==> config.mk <==
export PLATFORM = sky130hd
export DESIGN_NAME = ucsbece154b_bp_update_ctrl
export DESIGN_NICKNAME = d
export VERILOG_FILES = /design/src/rtl/ucsbece154b_bp_update_ctrl.sv
export SDC_FILE = /design/constraint.sdc
export NUM_CORES = 1
export LEC_CHECK = 0
export CELL_PAD_IN_SITES_DETAIL_PLACEMENT = 1
export CELL_PAD_IN_SITES_GLOBAL_PLACEMENT = 1
export CORE_MARGIN = 1.5
export CORE_UTILIZATION = 50
export DETAILED_ROUTE_END_ITERATION = 8
export HOLD_SLACK_MARGIN = 0.08
export PLACE_DENSITY_LB_ADDON = 0.1
export SETUP_SLACK_MARGIN = 0.1
export SYNTH_ARGS = -nofsm -noshare
export SYNTH_HDL_FRONTEND = slang
export SYNTH_SLANG_ARGS = --single-unit
==> constraint.sdc <==
create_clock -name clk -period 12.1 [get_ports clk]
set_clock_uncertainty 0.15 [all_clocks]
set_input_delay 1.21 -clock clk [delete_from_list [all_inputs] [get_ports clk]]
set_output_delay 1.21 -clock clk [all_outputs]
set_load 0.02 [all_outputs]
==> src/rtl/ucsbece154b_bp_update_ctrl.sv <==
`default_nettype none
// ============================================================================
// Module   : ucsbece154b_bp_update_ctrl
// Brief    : In-order branch resolution controller; sequences BTB/PHT updates
//            and drives flush, redirect and GHR restore on mispredict.
// Revision : 1.0 - initial release
// ============================================================================
module ucsbece154b_bp_update_ctrl #(
    parameter int DEPTH           = 4,
    parameter int NUM_BTB_ENTRIES = 32,
    parameter int NUM_GHR_BITS    = 5
) (
    input  logic                               clk,
    input  logic                               reset_i,
    input  logic                               alloc_valid_i,
    output logic                               alloc_ready_o,
    input  logic [31:0]                        alloc_pc_i,
    input  logic                               alloc_taken_i,
    input  logic [31:0]                        alloc_target_i,
    input  logic [NUM_GHR_BITS-1:0]            alloc_phtidx_i,
    input  logic [NUM_GHR_BITS-1:0]            alloc_ghr_i,
    input  logic                               res_valid_i,
    input  logic                               res_taken_i,
    input  logic [31:0]                        res_target_i,
    input  logic                               res_isbranch_i,
    input  logic                               res_isjump_i,
    output logic                               BTBwe_o,
    output logic [$clog2(NUM_BTB_ENTRIES)-1:0] BTBwriteaddress_o,
    output logic [31:0]                        BTBwritedata_o,
    output logic                               BTBJ_o,
    output logic                               BTBB_o,
    output logic                               PHTwe_o,
    output logic [NUM_GHR_BITS-1:0]            PHTwriteaddress_o,
    output logic                               PHTincrement_o,
    output logic                               flush_o,
    output logic [31:0]                        redirect_pc_o,
    output logic                               GHRrestore_o,
    output logic [NUM_GHR_BITS-1:0]            GHRrestoreval_o,
    output logic [$clog2(DEPTH):0]             count_o,
    output logic                               err_o
);

    localparam int c_pw = $clog2(DEPTH);
    localparam int c_cw = c_pw + 1;
    localparam int c_bi = $clog2(NUM_BTB_ENTRIES);
    localparam int c_g  = NUM_GHR_BITS;
    localparam logic [c_cw-1:0] c_depth = c_cw'(DEPTH);

    typedef enum logic [0:0] {
        RUN     = 1'b0,
        RECOVER = 1'b1
    } state_t;

    state_t          r_state;
    logic [c_pw-1:0] r_wr_ptr;
    logic [c_pw-1:0] r_rd_ptr;
    logic [c_cw-1:0] r_count;
    logic            r_err;

    logic [31:0]     r_pc_q     [DEPTH];
    logic            r_taken_q  [DEPTH];
    logic [31:0]     r_target_q [DEPTH];
    logic [c_g-1:0]  r_phtidx_q [DEPTH];
    logic [c_g-1:0]  r_ghr_q    [DEPTH];

    logic            w_alloc;
    logic            w_alloc_do;
    logic            w_res;
    logic            w_mis;
    logic            w_empty_res;
    logic [31:0]     w_head_pc;
    logic            w_head_taken;
    logic [31:0]     w_head_target;
    logic [c_g-1:0]  w_head_phtidx;
    logic [c_g-1:0]  w_head_ghr;

    // Gated by reset so fetch sees "not ready" while the controller is held.
    assign alloc_ready_o = reset_i && (r_state == RUN) && (r_count < c_depth);

    assign w_head_pc     = r_pc_q[r_rd_ptr];
    assign w_head_taken  = r_taken_q[r_rd_ptr];
    assign w_head_target = r_target_q[r_rd_ptr];
    assign w_head_phtidx = r_phtidx_q[r_rd_ptr];
    assign w_head_ghr    = r_ghr_q[r_rd_ptr];

    assign w_alloc     = alloc_valid_i && alloc_ready_o;
    assign w_res       = res_valid_i && (r_state == RUN) && (r_count != '0);
    assign w_empty_res = res_valid_i && (r_state == RUN) && (r_count == '0);
    assign w_mis       = (w_head_taken != res_taken_i) ||
                         (res_taken_i && (w_head_target != res_target_i));
    // Anything fetched alongside a mispredicting resolve is wrong-path.
    assign w_alloc_do  = w_alloc && !(w_res && w_mis);

    always_ff @(posedge clk) begin
        if (w_alloc_do) begin
            r_pc_q[r_wr_ptr]     <= alloc_pc_i;
            r_taken_q[r_wr_ptr]  <= alloc_taken_i;
            r_target_q[r_wr_ptr] <= alloc_target_i;
            r_phtidx_q[r_wr_ptr] <= alloc_phtidx_i;
            r_ghr_q[r_wr_ptr]    <= alloc_ghr_i;
        end
    end

    always_ff @(posedge clk or negedge reset_i) begin
        if (!reset_i) begin
            r_state           <= RUN;
            r_wr_ptr          <= '0;
            r_rd_ptr          <= '0;
            r_count           <= '0;
            r_err             <= 1'b0;
            BTBwe_o           <= 1'b0;
            BTBwriteaddress_o <= '0;
            BTBwritedata_o    <= '0;
            BTBJ_o            <= 1'b0;
            BTBB_o            <= 1'b0;
            PHTwe_o           <= 1'b0;
            PHTwriteaddress_o <= '0;
            PHTincrement_o    <= 1'b0;
            flush_o           <= 1'b0;
            redirect_pc_o     <= '0;
            GHRrestore_o      <= 1'b0;
            GHRrestoreval_o   <= '0;
        end else begin
            BTBwe_o      <= 1'b0;
            PHTwe_o      <= 1'b0;
            flush_o      <= 1'b0;
            GHRrestore_o <= 1'b0;

            if (w_empty_res) begin
                r_err <= 1'b1;
            end

            case (r_state)
                RUN: begin
                    if (w_res && w_mis) begin
                        r_state  <= RECOVER;
                        r_wr_ptr <= '0;
                        r_rd_ptr <= '0;
                        r_count  <= '0;
                    end else begin
                        if (w_alloc_do) begin
                            r_wr_ptr <= r_wr_ptr + c_pw'(1);
                        end
                        if (w_res) begin
                            r_rd_ptr <= r_rd_ptr + c_pw'(1);
                        end
                        r_count <= r_count + c_cw'(w_alloc_do) - c_cw'(w_res);
                    end
                end
                RECOVER: begin
                    r_state <= RUN;
                end
                default: begin
                    r_state <= RUN;
                end
            endcase

            if (w_res) begin
                PHTwe_o           <= res_isbranch_i;
                PHTwriteaddress_o <= w_head_phtidx;
                PHTincrement_o    <= res_taken_i;
                BTBwe_o           <= res_taken_i && (res_isbranch_i || res_isjump_i);
                BTBwriteaddress_o <= w_head_pc[c_bi+1:2];
                BTBwritedata_o    <= res_target_i;
                BTBJ_o            <= res_isjump_i;
                BTBB_o            <= res_isbranch_i;
                if (w_mis) begin
                    flush_o         <= 1'b1;
                    redirect_pc_o   <= res_taken_i ? res_target_i : (w_head_pc + 32'd4);
                    GHRrestore_o    <= 1'b1;
                    GHRrestoreval_o <= {w_head_ghr[c_g-2:0], res_taken_i};
                end
            end
        end
    end

    assign count_o = r_count;
    assign err_o   = r_err;

endmodule
`default_nettype wire

# Yosys cells after proc, flatten, opt, wreduce, memory -nomap -nowiden

Memories as Yosys holds them, arrays and structs flattened. A register that Yosys moved wholly into a read port is not among the register bits.
Index checks and enable logic that the tools add are counted.

Register bits: 89
Memory bits (writable): 300
Input bits: 114
Output and inout bits: 91
Word-level logic and storage cells: 65
Memories: 5

Add/sub/neg operators: 5
Magnitude comparators: 1
Eq/ne operators: 2
Muxes and demuxes: 14
Bitwise gates (word level): 1
Reduce and logical (&&, ||, !) cells: 22

Memories:

| memory     | words | bits a word | read ports | clocked after memory_dff | write ports | line | text |
|---|---|---|---|---|---|---|---|
| r_pc_q     | 4     | 32          | 1          | 0                        | 1           | 60   | `logic [31:0] r_pc_q [DEPTH];` |
| r_target_q | 4     | 32          | 1          | 0                        | 1           | 62   | `logic [31:0] r_target_q [DEPTH];` |
| r_ghr_q    | 4     | 5           | 1          | 1                        | 1           | 64   | `logic [c_g-1:0] r_ghr_q [DEPTH];` |
| r_phtidx_q | 4     | 5           | 1          | 1                        | 1           | 63   | `logic [c_g-1:0] r_phtidx_q [DEPTH];` |
| r_taken_q  | 4     | 1           | 1          | 0                        | 1           | 61   | `logic r_taken_q [DEPTH];` |

Operators by type and width:

| kind                                                             | number |
|---|---|
| 32-bit by 3-bit adder with 32-bit output (second input constant) | 1 |
| 32-bit two-way mux                                               | 1 |
| 32-bit inequality test                                           | 1 |
| 1-bit logical AND                                                | 10 |
| 2-bit two-way mux                                                | 4 |
| 1-bit two-way mux                                                | 7 |
| 2-bit AND reduction                                              | 3 |
| 2-bit by 1-bit adder with 2-bit output (second input constant)   | 2 |
| 2-bit nonzero test                                               | 2 |
| 3-bit by 1-bit adder with 3-bit output                           | 1 |
| 1-bit logical NOT                                                | 3 |
| 3-bit logical NOT                                                | 1 |
| 3-bit < comparator (second input constant)                       | 1 |
| 3-bit two-way mux                                                | 1 |
| 3-bit nonzero test                                               | 1 |
| 3-bit by 1-bit subtractor with 3-bit output                      | 1 |
| 1-bit logical OR                                                 | 2 |
| 1-bit one-hot mux with 2 select lines                            | 1 |
| 1-bit inequality test                                            | 1 |
| 1-bit inverter                                                   | 1 |

# Longest topological paths before layout

Gate-level depths: netlist of the first run.
An unclocked memory read counts as a cell.

Word-level depth: 10
Depth in mapped cells: 20
Depth with buffers taken out: 15

# Worst setup path after synthesis of the first run

No wires, ideal clock.

Kind: input to register
Start: input res_taken_i
End: memory r_ghr_q[0][0] in the netlist's numbering (enable)
Library setup time: 0.507 ns
Data arrival time: 6.012 ns
Data required time: 11.443 ns
Path slack: 5.431 ns
Cell stages on the path: 7
Buffers on the path: 1
Cell sequence: clkbuf_1 > o31a_1 > o311ai_0 > or4_1 > nor4_4 > o21ai_1 > nor2_1

Longest elaborated chain between the ends: 7
Elaborated cells between the ends (all ways): 8
Classes of those cells: 1 x eq/ne; 2 x mux; 5 x reduce/logical

RTL lines:

| what                                                              | line   | text |
|---|---|---|
| start, declared                                                   | 23     | `input logic res_taken_i,` |
| 1-bit inequality test / 1-bit logical AND (equally long branches) | 89, 90 |  |
| 1-bit logical OR (*)                                              | 89     | `assign w_mis = (w_head_taken != res_taken_i) \|\|` |
| 1-bit logical AND (*)                                             | 92     | `assign w_alloc_do = w_alloc && !(w_res && w_mis);` |
| 1-bit logical NOT (*)                                             | 92     |  |
| 1-bit logical AND (*)                                             | 92     |  |
| 1-bit two-way mux (*)                                             | 95     | `if (w_alloc_do) begin` |
| 1-bit two-way mux (implied by the code) (*)                       | 100    | `r_ghr_q[r_wr_ptr] <= alloc_ghr_i;` |
| end, declared                                                     | 64     |  |

Every way passes the cells marked *; elsewhere a longest branch is shown, timed or not.

# Worst setup path in the final report of the first run

Start: register r_rd_ptr[0]
End: memory r_target_q[2][26] (enable)

Longest elaborated chain between the ends: 9
Elaborated cells between the ends (all ways): 11
Classes of those cells: 2 x eq/ne; 2 x mux; 5 x reduce/logical; 2 x memory

RTL lines:

| what                                        | line | text |
|---|---|---|
| start, declared                             | 56   | `logic [c_pw-1:0] r_rd_ptr;` |
| start signal, assigned                      | 145  | `r_rd_ptr <= r_rd_ptr + c_pw'(1);` |
| memory read 4 x 32 bit                      | n/a  |  |
| 32-bit inequality test                      | 90   | `(res_taken_i && (w_head_target != res_target_i));` |
| 1-bit logical AND                           | 90   |  |
| 1-bit logical OR (*)                        | 89   |  |
| 1-bit logical AND (*)                       | 92   |  |
| 1-bit logical NOT (*)                       | 92   |  |
| 1-bit logical AND (*)                       | 92   |  |
| 1-bit two-way mux (*)                       | 95   |  |
| 1-bit two-way mux (implied by the code) (*) | 98   | `r_target_q[r_wr_ptr] <= alloc_target_i;` |
| end, declared                               | 62   |  |

Marked as above.

==> impl_metrics.toml, run 1 <==
[clock_tree]
clk-insertion-delay-late_ps = 530
clock_path_buffers = 3
numCtsBuffers = 41
cts_hold_buf = 0
htreeDepth = 2
cts_tree = "done"
path_clk_slew_ps = 60
clock_sinks = 390
postCtsSetupBuffers = 0
post_cts_resized = 0
root_buffer = "clkbuf_16"

[floorplan]
die-area_um2 = 33300
core_um2 = 31600
num_io_pins = 205
dieWidth_um = 182
rows = 65
die_h_um = 182
initial_core_util_pct = 50.8

[grt]
grt_pass1_vias = 9603
track_usage_pct = 25.1
grt_pass1_wl_um = 61400
grt_max_degree = 67
gr-total-overflow = 0
antenna_found_initial = 3

[yosys]
synth_edf_count = 296
synth_ff_type = "edfxtp_1"
synth_nets = 1037
synthTopCellsByCount = "edfxtp_1, dfrtp_1, mux2_2"
synth_area_per_cell_um2 = 17.6
ys_types = 58
synthTopCellsByArea = "edfxtp_1, dfrtp_1, mux4_2"
synth_top_area_share_pct = 55.3
async_flop_share_pct = 24.1
yosysSeqAreaShare_pct = 69.9
synth_seq_cells = 390
synthMostInstantiatedCell = "edfxtp_1"
synth_area_um2 = 16100
yosys_warnings = 0
synth.largest_area_cell = "edfxtp_1"
synth_cells = 915

[sta]
finalCritPeriodShare_pct = 50.4
drv_slew = 0
period_minus_slack_ps = 6100
worstMarginPinSlew_ps = 1160
setup-violations-final = 0
grt_setup_unrepaired = "no"
max_freq_ghz = 0.164
final-hold-violation-count = 0
hold_ws_ps = 334
slew_headroom_pct = 22.2
tns_ps = 0

[final_layout]
final_cells = 1564
regArea_um2 = 11200
multi_input_area_um2 = 4540
layout.nets = 1252
fill_cells = 2763
areaGrowthSynthToFinish_pct = 22.4
drive_above_1_share_pct = 19.1

[min_path]
hold_depth = 1
min_delay_worst_endpoint = "err_o"
holdCritStartpoint = "err_o"
hp-class = "reg -> reg"

[setup_path]
reg2reg_slack_ps = 6000
required_ps = 12090
worstPathArrival_ps = 6090
ff2ff_path_depth = 10
end_kind = "register"
worstSetupStartpointType = "register"
path_class = "reg -> reg"
r2r-end = "r_target_q[2][26]"
path_max_fanout = 53
rr_startpoint = "r_rd_ptr[0]"

[route]
wire_per_inst_um = 25.7
via_per_inst = 5.70
dr.pass1.iters = 5
drt_iter0_drc = 635
vias = 8921
drt-total-wl_um = 40300
drc = 0
ant_nets = 0

[placed_design]
gp_congestion = 0.793
dp.cells = 1489
dp_hpwl_um = 26200
numPortBuffers = 203

[run_status]
status = "completed"

[power_and_ir_drop]
power_mw = 4.46
leakagePower_nw = 6.75
power.density_nw_per_um2 = 227
ir_drop_mv = 0.140

[flow_run]
max-cap-violations = 0
-- power breakdown --
| part | switching (mW) | internal (mW) | leakage (nW) |
|---|---|---|---|
| sequential | 0.162 | 1.66 | 3.79 |
| clock | 0.488 | 0.657 | 0.594 |
| combinational | 0.748 | 0.748 | 2.36 |
-- cell usage in the layout, fill, tap and decap left out, drive strengths merged, types with 3 or more instances in the layout --
| cell | count |
|---|---|
| o211ai | 5 |
| mux2i | 28 |
| nor2 | 28 |
| o31ai | 7 |
| clkdlybuf4s50 | 201 |
| inv | 21 |
| xor2 | 26 |
| and4 | 4 |
| nand2b | 4 |
| mux4 | 58 |
| edfxtp | 296 |
| and2 | 5 |
| xnor2 | 33 |
| nor2b | 3 |
| nor4 | 9 |
| o22ai | 4 |
| o21ai | 38 |
| nor3 | 16 |
| and3 | 5 |
| a21oi | 3 |
| mux2 | 86 |
| dfrtp | 94 |
| clkinv | 10 |
| ha | 7 |
| nand4 | 8 |
| buf | 13 |
| clkbuf | 63 |
| nand3 | 9 |
| nand2 | 47 |
-- logic make-up (layout without fill, tap and decap cells) --
group	Yosys count	after routing	synth area share, %
AO/OA/AOI/OAI	73	73	2.89
XOR/XNOR	59	59	3.21
flip-flops	390	390	69.9
other	0	2	0
adder cells (fa/ha/maj)	8	8	0.669
AND/OR/NAND/NOR	150	150	4.82
buffers and inverters	63	308	2.10
multiplexers	172	172	16.4
-- layer usage --
metal	GRT usage [%]	wire length (µm)
met5	0	0
met4	7.01	937
met3	3.41	1630
met2	41.8	20200
met1	35.0	17500
-- metrics by stage --
step | worst slack, ps | instance area, µm² | util [%]
5_1_grt | 5540 | 19700 | 62.2
2_1_floorplan | 5430 | 16100 | -
4_1_cts | 5770 | 19700 | 62.2
3_5_place_dp | 5770 | 18500 | 58.4
6_report | 6000 | 19700 | 62.2
3_3_place_gp | 6020 | 18500 | 58.4
-- worst max-delay path: stages, from the launching register on --
cell	delay, ps
dfrtp_4	910
buf_4	770
mux4_2	610
xor2_1	190
nor4_1	320
o2111ai_1	310
nor4_4	220
buf_4	280
o21ai_1	290
nor2_4	800
buf_4	810
-- sequential cells by signal, summed over array words and instances (netlist names), 2 cells and up --
register / cells
r_pc_q: 128
r_target_q: 128
BTBwritedata_o: 32
redirect_pc_o: 32
r_phtidx_q: 20
r_ghr_q: 16
BTBwriteaddress_o: 5
GHRrestoreval_o: 5
PHTwriteaddress_o: 5
r_taken_q: 4
count_o: 3
r_rd_ptr: 2
r_wr_ptr: 2
-- worst max-delay path by stage --
stage / endpoint / from / cells past startpoint / slack (ps)
after global routing: r_target_q[2][26] / r_rd_ptr[0] / 10 / 5540
after floorplan: r_ghr_q[0][0] / res_taken_i / 7 / 5430
after global placement: r_pc_q[2][17] / r_rd_ptr[0] / 10 / 6020
after CTS: r_target_q[2][14] / r_rd_ptr[0] / 10 / 5770
after detailed placement: r_pc_q[2][15] / r_rd_ptr[0] / 10 / 5770
final: r_target_q[2][26] / r_rd_ptr[0] / 10 / 6000
-- cell type report --
cell class / count / share of cell area [%]
Antenna cell: 2 / 0.0254
Clock buffer: 63 / 5.88
Clock inverter: 10 / 0.254
Inverter: 21 / 0.400
Multi-Input combinational cell: 462 / 23.1
Sequential cell: 390 / 57.1
Tap cell: 402 / 2.55
Timing Repair Buffer: 214 / 10.7
(Power assumes the default switching activity.)
==> inputs of run 2 (changes only) <==
Settings changed: CORE_UTILIZATION 50 to 43.
Clock period 12.1 ns to 5.4 ns, I/O delays scaled along.
==> run 2 against run 1 <==
Cell count is 5.3% higher. Die area grew 16%. Global-route usage fell by 3.4 points. Sequential share of layout area decreased by 1.2 points. Cell area grew 2.1%. Critical path depth increased by 5. Sequential power up 120%. Power rose by 130%. Non-clock buffer count up 11. Critical path type unchanged.
==> impl_metrics.toml, run 2 (synthesis results as in run 1) <==
[run_status]
status = "completed"

[route]
dr.pass1.iters = 5
wire_per_inst_um = 24.6
via_per_inst = 5.39
drt-total-wl_um = 40500
ant_nets = 0
drt_iter0_drc = 459
vias = 8884
drc = 0

[placed_design]
gp_congestion = 0.756
dp_hpwl_um = 26500
numPortBuffers = 203
dp.cells = 1565

[power_and_ir_drop]
combPwrFrac_pct = 32.6
ir_drop_mv = 0.281
intPower_mw = 7.11
power.density_nw_per_um2 = 514
swShare_pct = 31.2
p_switching_mw = 3.23
leakagePower_nw = 6.91
pwr-share-clk_pct = 28.1
p_seq_share_pct = 39.3

[grt]
grt_max_degree = 69
track_usage_pct = 21.7
grt_pass1_vias = 9551
grt_pass1_wl_um = 61300
gr-total-overflow = 0
antenna_found_initial = 2

[clock_tree]
post_cts_resized = 0
cts_tree = "done"
cts_hold_buf = 1
clock_sinks = 390
path_clk_slew_ps = 60
clock_path_buffers = 3
numCtsBuffers = 43
htreeDepth = 2
root_buffer = "clkbuf_16"
clk-insertion-delay-late_ps = 570
postCtsSetupBuffers = 0

[setup_path]
ff2ff_path_depth = 15
path_max_fanout = 50
reg2reg_slack_ps = 890
end_kind = "register"
rr_startpoint = "r_rd_ptr[1]"
worstPathArrival_ps = 4760
required_ps = 5660
r2r-end = "count_o[2]"
path_class = "reg -> reg"
worstSetupStartpointType = "register"

[sta]
max_freq_ghz = 0.222
hold_ws_ps = 330
grt_setup_unrepaired = "no"
period_minus_slack_ps = 4510
drv_slew = 0
final-hold-violation-count = 0
worstMarginPinSlew_ps = 927
finalCritPeriodShare_pct = 83.4
tns_ps = 0
setup-violations-final = 0
slew_headroom_pct = 38.2

[flow_run]
max-cap-violations = 0

[final_layout]
mostFrequentLayoutCell = "edfxtp_1"
drive_above_1_share_pct = 21.1
top_regs = "r_pc_q (128), r_target_q (128)"
final_cells = 1647
layout.nets = 1265
areaGrowthSynthToFinish_pct = 25.0
final_cell_mix = "edfxtp_1, clkdlybuf4s50_1, dfrtp_1, mux2_2, mux4_2"

[floorplan]
die-area_um2 = 38600
rows = 70
num_io_pins = 205
die_h_um = 196
dieWidth_um = 196
core_um2 = 36700
initial_core_util_pct = 43.8

[min_path]
hp-class = "in -> async"
run 2: critical path, cell delays in order (launching register included):
cell and delay, ps:
dfrtp_4 950, mux2_1 410, a22oi_1 210, or4b_1 480, a2111o_1 340, nor4_4 290
o21ai_1 140, ha_1 290, inv_1 60, ha_1 130, inv_1 40, fa_1 370
xnor2_1 190, nor3_1 70, o21ai_0 80, o211ai_1 110
run 2: power by group through the flow:
stage	Sequential (mW)	Combinational [mW]	Clock, mW
6_report	4.06	3.37	2.91
3_3_place_gp	4.11	3.36	0
2_1_floorplan	4.38	1.79	0
3_5_place_dp	4.13	3.41	0
5_1_grt	4.14	3.61	3.08
4_1_cts	4.07	3.43	2.98
run 2: worst max-delay path by stage:
stage	from	slack, ps	endpoint	cells past startpoint
2_1_floorplan	r_rd_ptr[0]	-880	r_ghr_q[0][0]	9
3_3_place_gp	r_rd_ptr[1]	900	count_o[2]	15
3_5_place_dp	r_rd_ptr[0]	830	count_o[2]	15
4_1_cts	r_rd_ptr[0]	830	count_o[2]	15
5_1_grt	r_rd_ptr[1]	450	count_o[2]	16
6_report	r_rd_ptr[1]	890	count_o[2]	15
run 2: layout make-up:
| class | instances | area [µm²] |
|---|---|---|
| fill | 3385 | 16600 |
| sequential | 390 | 11200 |
| multi-input combinational | 462 | 4540 |
| timing repair buffer | 225 | 2240 |
| clock buffer | 49 | 1130 |
| tap | 468 | 586 |
| clock inverter | 31 | 274 |
| inverter | 21 | 78.8 |
| antenna | 1 | 2.50 |
run 2: per-layer routing:
metal  up-vias  routed length, µm  track usage [%]
li1       4001                  -                -
met2       206              20100             36.0
met3        55               1830             3.49
met4         2                822             6.35
met5         -                  8                0
met1      4620              17700             29.5
run 2: per-stage QoR:
| stage | setup slack [ps] | total power, mW | area, µm² | utilization (%) |
|---|---|---|---|---|
| after floorplan | -880 | 6.18 | 16100 | - |
| after global placement | 899 | 7.47 | 18700 | 50.9 |
| after detailed placement | 831 | 7.55 | 18700 | 50.9 |
| after CTS | 828 | 10.5 | 20100 | 54.8 |
| after global routing | 451 | 10.8 | 20100 | 54.8 |
| final | 894 | 10.3 | 20100 | 54.8 |
==> edit 1: new RTL, settings of run 2 <==
Change the parameter `DEPTH` from 4 to 2.
--- a/src/rtl/ucsbece154b_bp_update_ctrl.sv
+++ b/src/rtl/ucsbece154b_bp_update_ctrl.sv
@@ -8,3 +8,3 @@
 module ucsbece154b_bp_update_ctrl #(
-    parameter int DEPTH           = 4,
+    parameter int DEPTH           = 2,
     parameter int NUM_BTB_ENTRIES = 32,
Ports: changed (resized count_o); port bits go from 205 to 204. No check against the original RTL was run, so the function may have changed too.
==> edit 1 against run 2 <==
- fmax rose by 7.8%
- sequential power fell by 34%
- sequential cell count fell by 151
- routed wire length fell by 32%
- area after synthesis fell by 36%
- count of clock-buffer cells in the layout fell by 8
- power fell by 32%
- first-iteration DRC count fell by 32%
- worst hold slack got worse by 0.0060 ns
- critical endpoint is now count_o[1]
- setup slack improved by 0.33 ns
- largest cell class unchanged
- design area fell by 33%
==> edit 1: results (changes against run 2) <==
run_status:
  outcome: "finished, final reports clean"
global_route:
  grt_pass1_vias: 7045  # -26%
  globalRouteMet3Util_pct: 5.12  # +1.6 points
  antenna_found_initial: 1  # -1
  grtUsageTotal_pct: 22.5  # +0.84 points
  grt_use_met1_pct: 27.8  # -1.7 points
  use_met2_pct: 40.0  # +4.0 points
  grt_overflow: 0  # unchanged
  grt_max_degree: 65  # -5.8%
  grt_pass1_wl_mm: 41.5  # -32%
cts:
  clock_latency_ns: 0.52  # -0.05 ns
  cts-buffers-inserted: 27  # -37%
  cts_root_buffer: "clkbuf_16"
  htree_levels: 1  # -1
  clkTransAtPathRegs_ns: 0.06  # about the same
  post_cts_buffers: 0  # unchanged
  clockBufferDepth: 3  # unchanged
yosys:
  yosysWarnings: 0  # unchanged
  avgSynthCellArea_um2: 15.1  # -14%
  synthDistinctLibCells: 51  # -12%
  seq_area_frac_synth_pct: 65.4  # -4.4 points
  synthXorXnorAreaFrac_pct: 5.29  # +2.1 points
  ys_top_cells_by_count: "edfxtp_1 (148), dfrtp_1 (91), mux2i_1 (62)"
  ys.flop_type: "edfxtp_1"
  synth_area_leaders: "edfxtp_1 (43%), dfrtp_1 (22%), mux2i_1 (6.0%)"
  synth_fa_ha_area_share_pct: 0.365  # -0.30 points
  syn_nets: 798  # -23%
  synth_compound_area_share_pct: 4.54  # +1.7 points
  async_reset_ff_share_pct: 38.1  # +14 points
  yosys-mux-area-fraction_pct: 16.0  # -0.40 points
  synth_edf_count: 148  # -50%
floorplanning:
  die_area_um2: 24800  # -36%
timing:
  whs_ns: 0.324  # -0.00603 ns
  worst_slew_pin_slew_ns: 0.940  # +0.0130 ns
critical_path:
  arrival_ns: 4.42  # -0.34 ns
  timing.reg2reg.setup_slack_ns: 1.22  # +0.33 ns
  ff2ff_path_depth: 14  # -1
  crit_start: "r_rd_ptr"
  worstPathMaxFanout: 35  # -30%
  r2r_end: "count_o[1]"
worst_hold_path:
  worstHoldEndpoint: "err_o"
  holdPathStages: 1
  min_from: "err_o"
  min_path_type: "reg2reg"
cells_and_area:
  reg_top3: "r_pc_q: 64 flops, r_target_q: 64 flops"
  layout-drive-gt1-share_pct: 16.5  # -4.5 points
  final_cell_count_no_fill: 1236  # -25%
  nets: 1011  # -20%
  fill_cells: 2242  # -34%
power:
  switching_share_pct: 32.0  # +0.73 points
  cellLeakagePower_uw: 0.00487  # -30%
  worst_ir_drop_vdd_uv: 307  # +9.2%
placement:
  io_buffers: 202  # -0.49%
  place_area_um2: 12600  # -32%
  hpwl_mm: 19.1  # -28%
  place.gp.congestion: 0.818  # +8.2%
detailed_routing:
  vias_per_cell: 5.19  # -3.8%
  routed_wl_mm: 27.7  # -32%
  firstDrtPassIters: 4  # -1
  dr.first_iter.drc_count: 310  # -32%
## edit 1: cell families after synthesis
group | count (synthesis)
buffers and inverters | 37
AOI/OAI and AO/OA | 73
muxes | 143
adders and majority gates | 3
xor gates and xnor gates | 62
DFF | 239
and+or+nand+nor | 124
## edit 1: metrics by stage
step	power, uW	worst slack, ns	util [%]
after global routing	7350	1.01	57.6
after CTS	7110	1.23	57.6
after floorplan	4130	0.799	-
final	7030	1.22	57.6
after detailed placement	5230	1.25	53.8
after global placement	5140	1.25	53.8
## edit 1: critical path, cell delays in order (launching register included)
cell	delay (ns)
dfrtp_4	0.81
mux2i_1	0.34
xnor2_1	0.11
nor4_1	0.46
nand4_1	0.31
nor4_4	0.52
a21oi_4	0.18
nand2b_1	0.21
ha_1	0.27
inv_1	0.04
ha_1	0.18
xnor2_1	0.12
nor2_1	0.12
xnor2_1	0.13
nor2_1	0.06
## edit 1: how the worst max path moves through the flow
stage	to
2_1_floorplan	r_ghr_q[1][0]
3_3_place_gp	count_o[1]
3_5_place_dp	count_o[1]
4_1_cts	redirect_pc_o[30]
5_1_grt	count_o[1]
6_report	count_o[1]
## edit 1: power by group through the flow
| stage | Sequential (uW) | Combinational (uW) | Clock, uW |
|---|---|---|---|
| 6_report | 2690 | 2500 | 1830 |
| 3_3_place_gp | 2680 | 2460 | 0 |
| 5_1_grt | 2750 | 2670 | 1930 |
| 2_1_floorplan | 3030 | 1090 | 0 |
| 4_1_cts | 2700 | 2540 | 1870 |
| 3_5_place_dp | 2720 | 2510 | 0 |
## edit 1: cell type report
class / count / area share (%)
flip-flops and latches: 239 / 49.7
inverters: 6 / 0.166
diodes: 2 / 0.0370
well taps: 319 / 2.95
multi-input cells: 405 / 24.9
clock inverters: 9 / 0.731
repair buffers: 215 / 15.6
clock buffers: 41 / 5.90
## edit 1: timing repair
action,4_1_cts,5_1_grt
hold buffers,1,0
endpoints found under the hold margin,27,0
setup endpoints to repair,0,0
resized for setup,0,0
## edit 1: metal layers
layer  wire length [um]  vias to the layer above
li1                   -                     2952
met1              11500                     3246
met2              14000                      179
met3               1730                       36
met4                466                        0
met5                  0                        -
==> edit 2: new RTL, settings of run 2 <==
Without the edit above. Add an input register stage for `res_target_i`, without a reset; this delays it by one clock. The other inputs are not delayed to match.
--- a/src/rtl/ucsbece154b_bp_update_ctrl.sv
+++ b/src/rtl/ucsbece154b_bp_update_ctrl.sv
@@ -53,2 +53,8 @@
 
+    logic [31:0] res_target_q;
+
+    always_ff @(posedge clk) begin
+        res_target_q <= res_target_i;
+    end
+
     state_t          r_state;
@@ -89,3 +95,3 @@
     assign w_mis       = (w_head_taken != res_taken_i) ||
-                         (res_taken_i && (w_head_target != res_target_i));
+                         (res_taken_i && (w_head_target != res_target_q));
     // Anything fetched alongside a mispredicting resolve is wrong-path.
@@ -163,3 +169,3 @@
                 BTBwriteaddress_o <= w_head_pc[c_bi+1:2];
-                BTBwritedata_o    <= res_target_i;
+                BTBwritedata_o    <= res_target_q;
                 BTBJ_o            <= res_isjump_i;
@@ -168,3 +174,3 @@
                     flush_o         <= 1'b1;
-                    redirect_pc_o   <= res_taken_i ? res_target_i : (w_head_pc + 32'd4);
+                    redirect_pc_o   <= res_taken_i ? res_target_q : (w_head_pc + 32'd4);
                     GHRrestore_o    <= 1'b1;
Behaviour: not the same (Yosys sat finds a counterexample within 4 cycles, from zero or initial values and one cycle with reset_i low).
==> edit 2 against run 2 <==
- design area up 3.4%
- power is 4.7% higher
- sequential cell count increased by 32
- routed wire length down 1.2%
- area after synthesis is 2.6% higher
- final cell count grew 2.4%
- setup slack worse by 0.26 ns
==> edit 2: results (changes against run 2) <==
yosys:
  seq_area_frac_synth_pct: 72.0  # +2.1 points
  synth_fa_ha_area_share_pct: 0.652  # -0.017 points
  yosys-mux-area-fraction_pct: 16.6  # +0.19 points
  synthDistinctLibCells: 55  # -5.2%
  syn_nets: 1016  # -2.0%
  async_reset_ff_share_pct: 22.3  # -1.8 points
  synthXorXnorAreaFrac_pct: 2.92  # -0.29 points
  ys_top_cells_by_count: "edfxtp_1 (296), dfrtp_1 (94), mux4_2 (63)"
  synth_compound_area_share_pct: 2.53  # -0.36 points
worst_hold_path:
  holdPathStages: 1
  min_path_type: "in2reg"
critical_path:
  ff2ff_path_depth: 17  # +2
  critical_path.top_delay_family: "simple AND/OR/NAND/NOR gates"
  arrival_ns: 5.03  # +0.27 ns
  worstPathMaxFanout: 40  # -20%
  critPathMaxStageDelay_ns: 0.71  # -0.24 ns
global_route:
  grt_pass1_vias: 9317  # -2.5%
  grt_max_degree: 65  # -5.8%
  grt_pass1_wl_mm: 59.3  # -3.4%
placement:
  place_area_um2: 19300  # +3.2%
  hpwl_mm: 26.4  # -0.35%
  dpl_worst_slack_ns: 0.597  # -0.234 ns
  place.gp.congestion: 0.722  # -4.5%
power:
  worst_ir_drop_vdd_uv: 241  # -14%
  p_seq_uw: 4290  # +5.7%
  cellLeakagePower_uw: 0.00725  # +4.8%
  powerComb_uw: 3480  # +3%
  pwr-share-seq_pct: 39.6  # +0.3 points
  p_per_area_nw_per_um2: 521  # +1.2%
cells_and_area:
  layout.nonclk_buf_share_pct: 11.2  # +0.081 points
  layout-drive-gt1-share_pct: 21.5  # +0.43 points
  layout-area-overhead-vs-synth_pct: 25.9
  seq_cells: 422  # +8.2%
  inverters: 14  # -33%
  seq_share_pct: 57.2  # +1.3 points
  buffers: 229  # +1.8%
  multi_input_gates: 422  # -8.7%
  clock_area_share_pct: 7.13  # +0.15 points
  diodes: 2  # +1
detailed_routing:
  firstDrtPassIters: 4  # -1
  dr.first_iter.drc_count: 439  # -4.4%
  vias_per_cell: 5.26  # -2.6%
cts:
  cts_resized: 0  # unchanged
  cts-buffers-inserted: 46  # +7.0%
run_status:
  outcome: "finished, final reports clean"
[edit 2: changes by cell type in the layout (fill, tap and decap cells not counted), moves of 6 or more]
cell | before | now
xnor2_1 | 33 | 40
o31ai_1 | 7 | 1
xor2_1 | 26 | 15
inv_1 | 21 | 13
mux2_4 | 23 | 31
mux2_2 | 62 | 52
o21ai_0 | 36 | 26
nor3_1 | 16 | 4
dfxtp_1 | 0 | 32
nor4_1 | 7 | 1
clkbuf_1 | 3 | 16
clkbuf_16 | 43 | 49
[edit 2: through the flow]
stage / hold slack (ns) / utilization [%] / instances
floorplan: 0.0944 / - / 894
CTS: 0.228 / 55.0 / 1684
finish: 0.265 / 55.0 / 1686
detailed placement: 0.328 / 51.1 / 1597
global route: 0.243 / 55.0 / 1684
global placement: 0.300 / 51.1 / 1597
[edit 2: routing by layer]
layer	vias up	global-route usage [%]	part of all wire (%)
li1	3961	-	-
met4	2	6.09	2.1
met2	195	33.9	49
met5	-	0	0.032
met1	4645	28.3	44
met3	57	3.81	4.6
